`src/rtl/lc2k_multicycle_ctrl.sv`:
```
// Multicycle control FSM for the LC2K core: fetch/decode/execute/mem/writeback sequencing.
// Optional retired-instruction counter enabled by defining INSTR_COUNT_EN.
module lc2k_multicycle_ctrl #(
    parameter int CNT_W        = 32,
    parameter int MEM_WAIT_MAX = 255
) (
    input  logic             clk,
    input  logic             reset,
    input  logic [2:0]       opcode,
    input  logic             alu_eq,
    input  logic             mem_ready,
    output logic             mem_req,
    output logic             mem_we,
    output logic             mem_addr_sel,
    output logic             ir_write,
    output logic             pc_write,
    output logic [1:0]       pc_sel,
    output logic [1:0]       alu_op,
    output logic             alu_src_b,
    output logic             reg_write,
    output logic             reg_dst_sel,
    output logic [1:0]       reg_wdata_sel,
    output logic             halted,
    output logic             mem_err,
    output logic [CNT_W-1:0] instr_count
);

    localparam logic [2:0] S_FETCH  = 3'd0;
    localparam logic [2:0] S_DECODE = 3'd1;
    localparam logic [2:0] S_EXEC   = 3'd2;
    localparam logic [2:0] S_MEM    = 3'd3;
    localparam logic [2:0] S_WB     = 3'd4;
    localparam logic [2:0] S_HALT   = 3'd5;

    localparam logic [2:0] OP_ADD  = 3'b000;
    localparam logic [2:0] OP_NOR  = 3'b001;
    localparam logic [2:0] OP_LW   = 3'b010;
    localparam logic [2:0] OP_SW   = 3'b011;
    localparam logic [2:0] OP_BEQ  = 3'b100;
    localparam logic [2:0] OP_JALR = 3'b101;
    localparam logic [2:0] OP_HALT = 3'b110;
    localparam logic [2:0] OP_NOOP = 3'b111;

    localparam int              WAIT_W    = $clog2(MEM_WAIT_MAX + 1);
    localparam logic [WAIT_W-1:0] WAIT_LAST = WAIT_W'(MEM_WAIT_MAX - 1);

    logic [2:0]        state, state_nxt;
    logic [WAIT_W-1:0] wait_cnt;
    logic              mem_phase;
    logic              timeout;

    assign mem_phase = (state == S_FETCH) || (state == S_MEM);
    // mem_ready on the final allowed cycle wins over the timeout
    assign timeout   = mem_phase && !mem_ready && (wait_cnt == WAIT_LAST);

    always_comb begin
        state_nxt = state;
        case (state)
            S_FETCH: begin
                if (mem_ready)    state_nxt = S_DECODE;
                else if (timeout) state_nxt = S_HALT;
            end
            S_DECODE: begin
                if (opcode == OP_HALT)      state_nxt = S_HALT;
                else if (opcode == OP_NOOP) state_nxt = S_FETCH;
                else                        state_nxt = S_EXEC;
            end
            S_EXEC: begin
                case (opcode)
                    OP_ADD, OP_NOR: state_nxt = S_WB;
                    OP_LW, OP_SW:   state_nxt = S_MEM;
                    default:        state_nxt = S_FETCH;
                endcase
            end
            S_MEM: begin
                if (mem_ready)    state_nxt = (opcode == OP_SW) ? S_FETCH : S_WB;
                else if (timeout) state_nxt = S_HALT;
            end
            S_WB:    state_nxt = S_FETCH;
            S_HALT:  state_nxt = S_HALT;
            default: state_nxt = S_FETCH;
        endcase
    end

    always_ff @(posedge clk or posedge reset) begin
        if (reset) begin
            state    <= S_FETCH;
            wait_cnt <= '0;
            mem_err  <= 1'b0;
        end else begin
            state <= state_nxt;
            if (state_nxt != state || !mem_phase)
                wait_cnt <= '0;
            else if (!mem_ready)
                wait_cnt <= wait_cnt + 1'b1;
            if (timeout)
                mem_err <= 1'b1;
        end
    end

    assign halted = (state == S_HALT);

    // Strobes are masked while reset is high so an aborted access drops immediately
    always_comb begin
        mem_req       = 1'b0;
        mem_we        = 1'b0;
        mem_addr_sel  = 1'b0;
        ir_write      = 1'b0;
        pc_write      = 1'b0;
        pc_sel        = 2'b00;
        alu_op        = 2'b00;
        alu_src_b     = 1'b0;
        reg_write     = 1'b0;
        reg_dst_sel   = 1'b0;
        reg_wdata_sel = 2'b00;
        if (!reset) begin
            case (state)
                S_FETCH: begin
                    mem_req  = 1'b1;
                    ir_write = mem_ready;
                    pc_write = mem_ready;
                end
                S_EXEC: begin
                    case (opcode)
                        OP_NOR: alu_op = 2'b01;
                        OP_LW, OP_SW: alu_src_b = 1'b1;
                        OP_BEQ: begin
                            pc_write = alu_eq;
                            pc_sel   = 2'b01;
                        end
                        OP_JALR: begin
                            pc_write      = 1'b1;
                            pc_sel        = 2'b10;
                            reg_write     = 1'b1;
                            reg_dst_sel   = 1'b1;
                            reg_wdata_sel = 2'b10;
                        end
                        default: ;
                    endcase
                end
                S_MEM: begin
                    mem_req      = 1'b1;
                    mem_addr_sel = 1'b1;
                    mem_we       = (opcode == OP_SW);
                end
                S_WB: begin
                    reg_write = 1'b1;
                    if (opcode == OP_LW) begin
                        reg_dst_sel   = 1'b1;
                        reg_wdata_sel = 2'b01;
                    end
                end
                default: ;
            endcase
        end
    end

`ifdef INSTR_COUNT_EN
    logic retire;
    assign retire = (state == S_WB)
                 || (state == S_MEM && mem_ready && opcode == OP_SW)
                 || (state == S_EXEC && (opcode == OP_BEQ || opcode == OP_JALR))
                 || (state == S_DECODE && (opcode == OP_HALT || opcode == OP_NOOP));

    always_ff @(posedge clk or posedge reset) begin
        if (reset)       instr_count <= '0;
        else if (retire) instr_count <= instr_count + 1'b1;
    end
`else
    assign instr_count = '0;
`endif

endmodule
```
`config.mk`:
```
export PLATFORM = sky130hd
export DESIGN_NAME = lc2k_multicycle_ctrl
export DESIGN_NICKNAME = d
export VERILOG_FILES = /design/src/rtl/lc2k_multicycle_ctrl.sv
export SDC_FILE = /design/constraint.sdc
export NUM_CORES = 1
export LEC_CHECK = 0
export BUFFER_PORTS_ARGS = -buffer_cell sky130_fd_sc_hd__buf_2
export CAP_MARGIN = 20
export CORE_ASPECT_RATIO = 0.75
export CORE_MARGIN = 5
export CORE_UTILIZATION = 46
export CTS_CLUSTER_SIZE = 16
export DETAILED_ROUTE_END_ITERATION = 12
export PLACE_DENSITY = 0.8
export SYNTH_ARGS = -nofsm -noshare
export SYNTH_HDL_FRONTEND = slang
export SYNTH_SLANG_ARGS = --single-unit
```
`constraint.sdc`:
```
create_clock -name clk -period 1.7 [get_ports clk]
set_clock_uncertainty 0.05 [all_clocks]
set_input_delay 0.085 -clock clk [delete_from_list [all_inputs] [get_ports clk]]
set_output_delay 0.085 -clock clk [all_outputs]
set_load 0.02 [all_outputs]
```
Yosys cells after proc, flatten, opt, wreduce, memory -nomap -nowiden
Index checks and enable logic that the tools add are counted.
Widths: inputs -> output; s select.
{ "op_classes": {"n_addsub": 1, "n_reduce_logical": 11, "order_cmp": 0, "shift": 0, "eq_ne": 15, "multipliers": 0, "muxes": 40, "bitwise": 0, "div_mod_pow": 0} }
{ "ops": {"columns": ["operator", "n"], "rows": [
  ["$mux 1", 20],
  ["$eq 3x3->1 const B", 6],
  ["$mux 8", 2],
  ["$mux 3", 5],
  ["$pmux 3 s5", 1],
  ["$eq 3x2->1 const B", 4],
  ["$mux 2", 5],
  ["$add 8x1->8 const B", 1],
  ["$eq 8x8->1 const B", 1],
  ["$pmux 1 s2", 4],
  ["$pmux 2 s2", 2],
  ["$eq 3x1->1 const B", 2],
  ["$logic_not 3->1", 2],
  ["$pmux 3 s2", 1],
  ["$reduce_or 2->1", 3],
  ["$ne 3x3->1", 1],
  ["$logic_and 1x1->1", 2],
  ["$logic_not 1->1", 2],
  ["$logic_or 1x1->1", 2],
  ["$ne 2x1->1 const B", 1]
]} }
{ "totals": {"ramBits": 0, "n_memories": 0, "latch_bits": 0, "rom_bits": 0, "input_bits": 7, "register_bits": 12, "output_inout_bits": 48} }

Depth between registers and ports, before layout
Gate-level depths: netlist (run 1).
{ "logic_depth": {"depth_word": 10, "ltp_mapped": 5, "ltp_nobuf": 5} }

Least setup slack after synthesis (run 1)
No wires, ideal clock.
{ "synth_timing": {"path_type": "flip-flop to output port", "from": "register state[0]", "to": "output port pc_write", "path_stages_with_launch": 5, "path_buffers": 1, "required_ns": 1.565, "slack_ns": -0.260, "t_arrival_ns": 1.825, "path_cell_list": "dfrtp_1 -> clkbuf_1 -> nor2_1 -> nor4b_1 -> o21bai_1"} }
{ "synth_via": {"elab_chain_cells": 3, "word_cells_on_any_way": 4, "classes_between": "eq/ne: 1; mux: 2; reduce/logical: 1"} }
{ "synth_lines": {"columns": ["element", "line", "rtl"], "rows": [
  ["start, declared", "47", "logic [2:0] state, state_nxt;"],
  ["start signal, assigned", "91", "state <= state_nxt;"],
  ["$eq 3x2->1 / $logic_not 3->1 (equally long branches)", "117", "case (state)"],
  ["$pmux 1 s2 *", "117", null],
  ["$mux 1 *", "116", "if (!reset) begin"],
  ["end, declared", "16", "output logic pc_write,"]
]} }
Mark *: on every way between the ends. The rest lies on a longest branch, timed or not.

Worst setup path in the final report (run 1)
{ "layout_timing": {"from": "register state[2]", "to": "output port alu_op[0]"} }
{ "layout_via": {"elab_chain_cells": 3} }
{ "layout_lines": {"columns": ["element", "line", "rtl"], "rows": [
  ["$eq 3x2->1", "117", null],
  ["$mux 1", "117", null],
  ["$mux 1", "116", null],
  ["end, declared", "18", "output logic [1:0] alu_op,"]
]} }
No other way between the ends.

==> out/metrics.csv, run 1 <==
stage;metric;value;unit
run_status;status;finished, final reports clean;
global_routing;grt_overflow;0;
finish;instances_no_fill;193;
clock_network;cts_made_buffers;3;
drt;postRouteWirelength;2.547;mm
worst_setup_path;cp_slowest_cell;dfrtp_2;
worst_setup_path;cp.arrival;1.52;ns
floorplanning;start_util;0.4808;
timing;finalCritPeriodShare;0.9727;
synthesis;synthCells;134;
placement;dpl.cell_count;186;
clock_network;cts.path.max_buffers;2;
drt;firstDrtPassIters;4;
worst_setup_path;worstSetupPathType;reg -> out;
synthesis;synth_edf_count;0;
drt;ant_nets;0;
flow_run;maxCapViolations;0;
drt;wire_per_inst;13.20;um
floorplanning;die_w;66.72;um
finish;syn2layout_area_growth;9.696;%
timing;setup_violations;0;
synthesis;netlist_area;1110;sq um
clock_network;cts_sinks;12;
worst_setup_path;start_kind;flip-flop;
drt;drt_first_iter_violations;29;
placement;place.gp.congestion;0.8986;
global_routing;grt_pass1_wl;3.829;mm
power_and_ir_drop;ir_drop;527.4;uV
floorplanning;core_area;2308;sq um
clock_network;path_clk_slew;0.07;ns
placement;numPortBuffers;21;
global_routing;grt_pass1_vias;893;
floorplanning;num_rows;15;
drt;drc_errors;0;
worst_setup_path;cp.required;1.56;ns
synthesis;synthFlopType;dfrtp_1;
drt;via_per_inst;5.010;
timing;finalHoldViolations;0;
timing;fmax;604.8;MHz
synthesis;ys_seq_area_frac;0.2706;
synthesis;yosys_warnings;0;
timing;drv_slew;0;
global_routing;antenna_found_initial;0;
worst_setup_path;critPathMaxFanout;7;
finish;nets;170;
synthesis;synthArstFlopShare;1.000;
placement;dpl.hpwl;1.868;mm
clock_network;cts_tree;yes;
power_and_ir_drop;p_per_area;995.3;nW/um^2
finish;finish.instance_area;1217;sq um
global_routing;grt_use_total;0.1400;
power_and_ir_drop;power.leakage;0.6616;nW
floorplanning;ios;55;
worst_setup_path;endpoint_kind;primary output;
finish;layout-drive-gt1-share;0.2579;
clock_network;clockRootBuffer;clkbuf_4;
clock_network;htreeDepth;1;
synthesis;ys_ff_latch;12;
worst_setup_path;cp_cell_sequence;nor2_1 -> nand2_1 -> nor4_2 -> buf_2;
finish;antenna_cells;0;
worst_setup_path;critPathMaxStageDelay;0.48;ns
clock_network;clk-insertion-delay-late;0.27;ns
synthesis;synth.distinct_cells;41;
drt;vias;967;
floorplanning;die_h;52.54;um
global_routing;grt_max_degree;14;
min_path;hp-class;in -> reg;
placement;placed_area;1127;sq um
timing;rsz0062_at_grt;yes;
timing;min_period;1.654;ns
synthesis;syn_area_per_cell;8.282;sq um
floorplanning;die-area;3505;sq um
==> kinds of logic (layout without fill, tap and decap cells) <==
group | after synthesis | after routing | synth area share
AND/OR/NAND/NOR | 51 | 51 | 0.2785
AO/OA/AOI/OAI | 19 | 19 | 0.1172
adder cells (fa/ha/maj) | 2 | 2 | 0.02254
other | 1 | 33 | 0.003379
XOR/XNOR | 5 | 5 | 0.03947
buffers and inverters | 44 | 37 | 0.2683
flip-flops | 12 | 12 | 0.2706
==> timing repair <==
| item | in CTS | in global routing |
|---|---|---|
| endpoints found under the setup margin | 3 | 8 |
| setup buffers | 0 | 3 |
| pin swaps | 0 | 1 |
| hold buffers | 1 | 0 |
| endpoints found under the hold margin | 12 | 0 |
| resized for setup | 3 | 4 |
==> cells in the mapped netlist, drive strengths merged (3+ instances only) <==
master	instances	area, sq um
buf	35	264.0
nor2	13	48.80
dfrtp	12	300.3
nand2	8	30.03
inv	7	26.28
o21ai	5	25.02
a21oi	4	23.77
nand4b	4	50.05
nor4b	3	26.28
xor2	3	26.28
==> power breakdown <==
part	internal, W	switching, W
Clock	0.0000821	0.0000886
Combinational	0.000248	0.000360
Sequential	0.000331	0.000101
Total	0.000662	0.000550
==> metrics by stage <==
stage               worst slack, ns   power, W  hold slack [ns]  utilization  TNS (ns)
floorplan                   0.05427  0.0008514         -0.09507            -         0
global placement             0.2639  0.0009047           0.1204       0.4883         0
detailed placement           0.2343  0.0009254           0.1307       0.4883         0
CTS                         0.01967   0.001105           0.1190       0.5057         0
global route               -0.05192   0.001283           0.1669       0.5274   -0.1156
finish                      0.04648   0.001212           0.1338       0.5274         0
==> cell usage in the layout, fill, tap and decap left out, types with 2 or more instances in the layout <==
cell type and n:
conb_1 33, buf_2 21, nor2_1 13, dfrtp_1 9, nand2_1 8, inv_1 7, o21ai_0 5, a21oi_1 3
nand4b_1 3, xor2_1 3, clkbuf_4 3, buf_4 3, dfrtp_2 3, or3_1 2, nand4_1 2, nand3_1 2
xnor2_1 2, o31ai_1 2, nor4b_1 2, nor3_1 2, o21bai_1 2, nand2b_1 2, ha_1 2
==> final cells by class <==
cell class | instances | area [sq um]
fill | 213 | 1091
tap | 34 | 42.54
sequential | 12 | 304.0
clock buffer | 3 | 22.52
inverter | 7 | 26.28
timing repair buffer | 27 | 162.7
multi-input combinational | 110 | 659.4
==> per-layer routing <==
layer  wire, um  global-route usage  up-vias  part of all wire
met5          0                   0        -                 0
met4         57             0.06419        0             0.022
li1           -                   -      443                 -
met3        299             0.03004        8              0.12
met1        924              0.1721      450              0.36
met2       1265              0.2336       66              0.50
==> worst max-delay path, delay by kind of cell, from the launching register on <==
kind / cells / cell delay, ns
buf+inv: 1 / 0.22
flops: 1 / 0.48
simple gates: 3 / 0.56
==> registers in the layout (all words and copies together), names as in the netlist <==
name      count
state         3
wait_cnt      8
mem_err       1
==> final timing paths <==
path                                               from                       to  slack (ns)  cells past startpoint
min in group asynchronous                         reset  wait_cnt[0]$_DFFE_PP0P_        0.40                      4
worst max-delay path                 state[2]$_DFF_PP0_                alu_op[0]        0.05                      4
worst max register to register  wait_cnt[0]$_DFFE_PP0P_  wait_cnt[3]$_DFFE_PP0P_        0.25                      6
worst min register to register      mem_err$_DFFE_PP0P_      mem_err$_DFFE_PP0P_        0.42                      1
max in group asynchronous                         reset       state[0]$_DFF_PP0_        1.03                      4
worst min-delay path                          mem_ready  wait_cnt[1]$_DFFE_PP0P_        0.13                      3
Power figures use the tool's default switching activity.
==> run 2: changes to the inputs <==
==> constraint.sdc (replaced) <==
create_clock -name clk -period 1.58 [get_ports clk]
set_clock_uncertainty 0.05 [all_clocks]
set_input_delay 0.079 -clock clk [delete_from_list [all_inputs] [get_ports clk]]
set_output_delay 0.079 -clock clk [all_outputs]
set_load 0.02 [all_outputs]
==> run 2 against run 1 <==
The flow now finishes with violations (setup timing). Combinational power grew 50%. Wire length increased by 13%. Worst hold slack gained 0.023 ns. Clock power rose by 8%. Utilization is 5.4 points higher. First-iteration DRC count fell by 21%. Sequential power is 3% higher. Cell area up 10%. Sequential cell count unchanged. Critical path depth is the same. Clock-buffer cell count unchanged. Critical path type unchanged. Critical endpoint is now reg_write. Highest routed layer unchanged.
==> out/metrics.csv, run 2 (synthesis gave the netlist of run 1 again) <==
stage;metric;value;unit;change
run_status;status;finished with violations;;
run_status;violations;setup timing;;
floorplanning;core_area;2308;sq um;unchanged
clock_network;clk-insertion-delay-late;0.27;ns;about the same
finish;largest_register_ffs;8;;unchanged
timing;min_period;1.643;ns;
finish;antenna_cells;0;;unchanged
worst_setup_path;endpoint_kind;primary output;;
worst_setup_path;critPathLaunch;state[2]$_DFF_PP0_;;
finish;syn2layout_area_growth;20.97;%;
finish;layout_commonest_cell;conb_1;;
timing;finalHoldViolations;0;;unchanged
worst_setup_path;cp.required;1.45;ns;-0.11 ns
finish;largestRegisters;wait_cnt: 8 flops, state: 3 flops, mem_err: 1 flops;;
worst_setup_path;reg2reg_from;wait_cnt[0]$_DFFE_PP0P_;;
power_and_ir_drop;power;0.001539;W;+27%
timing;hold_slack;0.1563;ns;+0.02251 ns
timing;drv_slew;0;;unchanged
drt;postRouteWirelength;2.880;mm;+13%
worst_setup_path;critPathMaxFanout;6;;-1
finish;instances_no_fill;202;;+4.7%
finish;top_register;wait_cnt;;
global_routing;grt_overflow;0;;unchanged
placement;dpl.cell_count;188;;+1.1%
timing;setup_violations;5;;+5
power_and_ir_drop;p_per_area;1146;nW/um^2;+15%
clock_network;clockRootBuffer;clkbuf_4;;
drt;drt_first_iter_violations;23;;-21%
timing;finalCritPeriodShare;1.040;;
clock_network;cts_tree;yes;;
clock_network;path_clk_slew;0.08;ns;about the same
drt;drc_errors;0;;unchanged
floorplanning;ios;55;;unchanged
drt;via_per_inst;5.059;;+0.98%
worst_setup_path;worstSetupPathType;reg -> out;;
worst_setup_path;ff2ff_setup_slack;-0.01;ns;-0.26 ns
min_path;hp-class;in -> reg;;
floorplanning;die_w;66.72;um;unchanged
placement;dpl.hpwl;1.917;mm;+2.6%
clock_network;cts.path.max_buffers;2;;unchanged
floorplanning;start_util;0.4808;;unchanged
flow_run;maxCapViolations;0;;unchanged
clock_network;cts_sinks;12;;unchanged
placement;numPortBuffers;21;;unchanged
placement;place.gp.congestion;0.9210;;+2.5%
timing;rsz0062_at_grt;yes;;
global_routing;grt_pass1_vias;963;;+7.8%
global_routing;antenna_found_initial;0;;unchanged
finish;final_cell_mix;conb_1, buf_4, buf_2, nor2_1;;
floorplanning;die-area;3505;sq um;unchanged
drt;wire_per_inst;14.26;um;+8.0%
worst_setup_path;endpoint;reg_write;;
finish;layout-drive-gt1-share;0.3333;;+0.07547
power_and_ir_drop;ir_drop;756.8;uV;+43%
worst_setup_path;r2r_end;state[1]$_DFF_PP0_;;
worst_setup_path;start_kind;flip-flop;;
finish;nets;179;;+5.3%
floorplanning;die_h;52.54;um;unchanged
drt;firstDrtPassIters;4;;unchanged
min_path;holdPathStages;3;;unchanged
worst_setup_path;reg2regPathDepth;5;;-1
power_and_ir_drop;power.leakage;0.7158;nW;+8.2%
clock_network;htreeDepth;1;;unchanged
drt;ant_nets;0;;unchanged
clock_network;cts_made_buffers;3;;unchanged
timing;setup_ws;-0.06330;ns;-0.1098 ns
global_routing;grt_pass1_wl;4.146;mm;+8.3%
timing;fmax;608.5;MHz;
drt;vias;1022;;+5.7%
floorplanning;num_rows;15;;unchanged
global_routing;grt_use_total;0.1545;;+0.01452
worst_setup_path;cp.arrival;1.51;ns;about the same
global_routing;grt_max_degree;13;;-1
timing;final.setup.tns;-0.1345;ns;-0.1345 ns
==> run 2: what timing repair did <==
action / in CTS / in global routing
hold buffers: 1 / 0
endpoints found under the hold margin: 12 / 0
setup buffers: 6 / 4
pin swaps: 1 / 2
resized for setup: 5 / 16
setup endpoints to repair: 9 / 18
==> run 2: worst min path at each step <==
stage	startpoint	endpoint
floorplan	reset	mem_err$_DFFE_PP0P_
global placement	reset	state[0]$_DFF_PP0_
detailed placement	reset	state[0]$_DFF_PP0_
CTS	mem_ready	wait_cnt[1]$_DFFE_PP0P_
global route	mem_ready	wait_cnt[1]$_DFFE_PP0P_
finish	mem_ready	wait_cnt[1]$_DFFE_PP0P_
==> run 2: power breakdown <==
part	leakage (nW)	switching (W)	internal, W	total [W]
Combinational	0.543	0.000486	0.000425	0.000911
Clock	0.0138	0.0000958	0.0000880	0.000184
Sequential	0.159	0.0000860	0.000358	0.000444
Total	0.716	0.000667	0.000872	0.00154
==> run 2: cell type report <==
type                    instances  area [sq um]
flip-flops and latches         12         305.3
fillers                       195         965.9
clock buffers                   3         22.52
inverters                       7         26.28
repair buffers                 36         241.5
well taps                      34         42.54
multi-input cells             110         704.4
==> run 2: stage by stage <==
stage / util / instance area (sq um) / setup slack [ns]
6_report: 0.5816 / 1343 / -0.06330
5_1_grt: 0.5816 / 1343 / -0.1521
4_1_cts: 0.5420 / 1251 / -0.008819
3_5_place_dp: 0.5008 / 1156 / 0.1233
3_3_place_gp: 0.5008 / 1156 / 0.1425
2_1_floorplan: - / 1250 / -0.05143
==> run 2: per-layer routing <==
metal  share of wire  global-route usage
met5               0                   0
met2            0.49              0.2747
met1            0.37              0.1745
met3            0.10             0.02790
met4           0.041             0.08446
==> run 2: worst max-delay path, cell delays in order, from the launching register on <==
cell and delay, ns:
dfrtp_2 0.47, nor3b_2 0.23, nand4_1 0.22, o31ai_1 0.12, buf_2 0.20
==> run 3: changes to the inputs <==
--- a/config.mk
+++ b/config.mk
@@ -8,10 +8,11 @@
 export BUFFER_PORTS_ARGS = -buffer_cell sky130_fd_sc_hd__buf_2
 export CAP_MARGIN = 20
 export CORE_ASPECT_RATIO = 0.75
-export CORE_MARGIN = 5
+export CORE_MARGIN = 4
 export CORE_UTILIZATION = 46
 export CTS_CLUSTER_SIZE = 16
 export DETAILED_ROUTE_END_ITERATION = 12
+export MAX_ROUTING_LAYER = met4
 export PLACE_DENSITY = 0.8
 export SYNTH_ARGS = -nofsm -noshare
 export SYNTH_HDL_FRONTEND = slang
==> run 3 against run 2 <==
The run still ends with setup timing left. Clock power about the same. Combinational power down 21%. Via count down 3.5%. Clock-buffer cell count is the same. Global-route usage down 0.15 points. Sequential power increased by 2%. Cell area decreased by 5.2%. Power is 12% lower. Fmax increased by 1.1%. Non-clock buffer count is 5 lower. Largest power group unchanged.
==> out/metrics.csv, run 3 (synthesis gave the netlist of run 1 again) <==
stage;metric;value;unit;change
floorplanning;core_area;2290;sq um;-0.81%
timing;setup_violations;5;;unchanged
timing;min_period;1.626;ns;-0.01771 ns
finish;top_register;wait_cnt;;
placement;numPortBuffers;21;;unchanged
finish;antenna_cells;0;;unchanged
finish;largestRegisters;wait_cnt: 8 flops, state: 3 flops, mem_err: 1 flops;;
placement;dpl.hpwl;1.660;mm;-13%
timing;rsz0062_at_grt;yes;;
floorplanning;die-area;3271;sq um;-6.7%
finish;syn2layout_area_growth;14.66;%;
finish;largest_register_ffs;8;;unchanged
worst_setup_path;endpoint_kind;primary output;;
worst_setup_path;critPathMaxFanout;7;;+1
power_and_ir_drop;ir_drop;574.1;uV;-24%
clock_network;clk-insertion-delay-late;0.27;ns;about the same
power_and_ir_drop;power.leakage;0.6870;nW;-4.0%
drt;firstDrtPassIters;4;;unchanged
clock_network;htreeDepth;1;;unchanged
timing;finalCritPeriodShare;1.029;;-0.01121
timing;fmax;615.2;MHz;+1.1%
floorplanning;num_rows;15;;unchanged
floorplanning;die_w;64.72;um;-3.0%
floorplanning;ios;55;;unchanged
finish;layout-drive-gt1-share;0.2883;;-0.04499
finish;layout_commonest_cell;conb_1;;
clock_network;clockRootBuffer;clkbuf_4;;
floorplanning;die_h;50.54;um;-3.8%
drt;drc_errors;0;;unchanged
floorplanning;start_util;0.4847;;+0.003941
drt;drt_first_iter_violations;22;;-4.3%
run_status;status;finished with violations;;
clock_network;cts_tree;yes;;
placement;place.gp.congestion;0.8790;;-4.6%
global_routing;grt_max_degree;13;;unchanged
global_routing;antenna_found_initial;0;;unchanged
drt;via_per_inst;5.005;;-1.1%
clock_network;path_clk_slew;0.07;ns;about the same
worst_setup_path;cp.arrival;1.50;ns;about the same
worst_setup_path;cp.required;1.45;ns;about the same
worst_setup_path;worstSetupPathType;in -> out;;
finish;final_cell_mix;conb_1, buf_2, nor2_1, buf_4, dfrtp_1;;
finish;finish.instance_area;1272;sq um;-5.2%
global_routing;grt_use_total;0.1530;;-0.001531
clock_network;cts.path.max_buffers;2;;unchanged
min_path;hp-class;in -> reg;;
power_and_ir_drop;p_per_area;1068;nW/um^2;-6.9%
flow_run;maxCapViolations;0;;unchanged
global_routing;grt_pass1_vias;816;;-15%
global_routing;grt_overflow;0;;unchanged
drt;vias;986;;-3.5%
clock_network;cts_sinks;12;;unchanged
global_routing;grt_pass1_wl;3.760;mm;-9.3%
finish;nets;174;;-2.8%
timing;setup_ws;-0.04558;ns;+0.01771 ns
timing;finalHoldViolations;0;;unchanged
drt;wire_per_inst;12.51;um;-12%
placement;placed_area;1141;sq um;-1.3%
timing;drv_slew;0;;unchanged
run_status;violations;setup timing;;
finish;fin_util;0.5557;;-0.02583
drt;postRouteWirelength;2.464;mm;-14%
clock_network;cts_made_buffers;3;;unchanged
drt;ant_nets;0;;unchanged
worst_setup_path;start_kind;input port;;
## run 3: timing repair
| action | in CTS | in global routing |
|---|---|---|
| hold endpoints to repair | 12 | 0 |
| pin swaps | 2 | 0 |
| setup buffers | 7 | 0 |
| hold buffers | 1 | 0 |
| cloned | 0 | 0 |
| resized for setup | 7 | 8 |
| setup endpoints to repair | 10 | 12 |
## run 3: path summary, 6_finish.rpt
path                                         startpoint                       to  slack [ns]  depth (start not counted)
worst max-delay path                              reset                reg_write       -0.05                          6
worst min-delay path                          mem_ready  wait_cnt[1]$_DFFE_PP0P_        0.12                          3
worst max register to register  wait_cnt[0]$_DFFE_PP0P_       state[0]$_DFF_PP0_        0.09                          5
worst min register to register      mem_err$_DFFE_PP0P_      mem_err$_DFFE_PP0P_        0.41                          1
max in group asynchronous                         reset       state[1]$_DFF_PP0_        0.87                          4
min in group asynchronous                         reset       state[0]$_DFF_PP0_        0.44                          4
## run 3: layer usage
layer,vias to the layer above,share of wire,GRT usage
met3,4,0.11,0.04251
met4,0,0.015,0.06667
met5,-,0,-
li1,460,-,-
met2,62,0.48,0.2496
met1,460,0.39,0.1766
## run 3: power breakdown
part	leakage [nW]	switching [W]	internal, W	total [W]
sequential	0.160	0.0000959	0.000357	0.000452
combinational	0.513	0.000418	0.000304	0.000722
clock	0.0138	0.0000962	0.0000882	0.000184
total	0.687	0.000610	0.000749	0.00136
## run 3: critical path: stages
cell	delay [ns]
dlygate4sd3_1	0.55
buf_2	0.19
nor2_1	0.16
nand4_1	0.21
o31ai_1	0.11
buf_2	0.20
## run 3: area by class of cell
class,count,area [sq um]
flip-flops and latches,12,304.0
fillers,203,1017
well taps,34,42.54
clock buffers,3,22.52
multi-input cells,110,676.9
repair buffers,31,200.2
inverters,7,26.28
## run 3: metrics by stage
step / hold slack [ns] / setup TNS, ns / worst slack (ns) / total power, W / std cells
2_1_floorplan: -0.1011 / -0.05143 / -0.05143 / 0.0009223 / 166
6_report: 0.1173 / -0.1129 / -0.04558 / 0.001359 / 197
3_3_place_gp: 0.1178 / 0 / 0.1501 / 0.0009775 / 186
5_1_grt: 0.1352 / -0.8722 / -0.1458 / 0.001451 / 197
3_5_place_dp: 0.1170 / 0 / 0.1336 / 0.001000 / 186
4_1_cts: 0.1120 / 0 / 0.0001944 / 0.001329 / 197
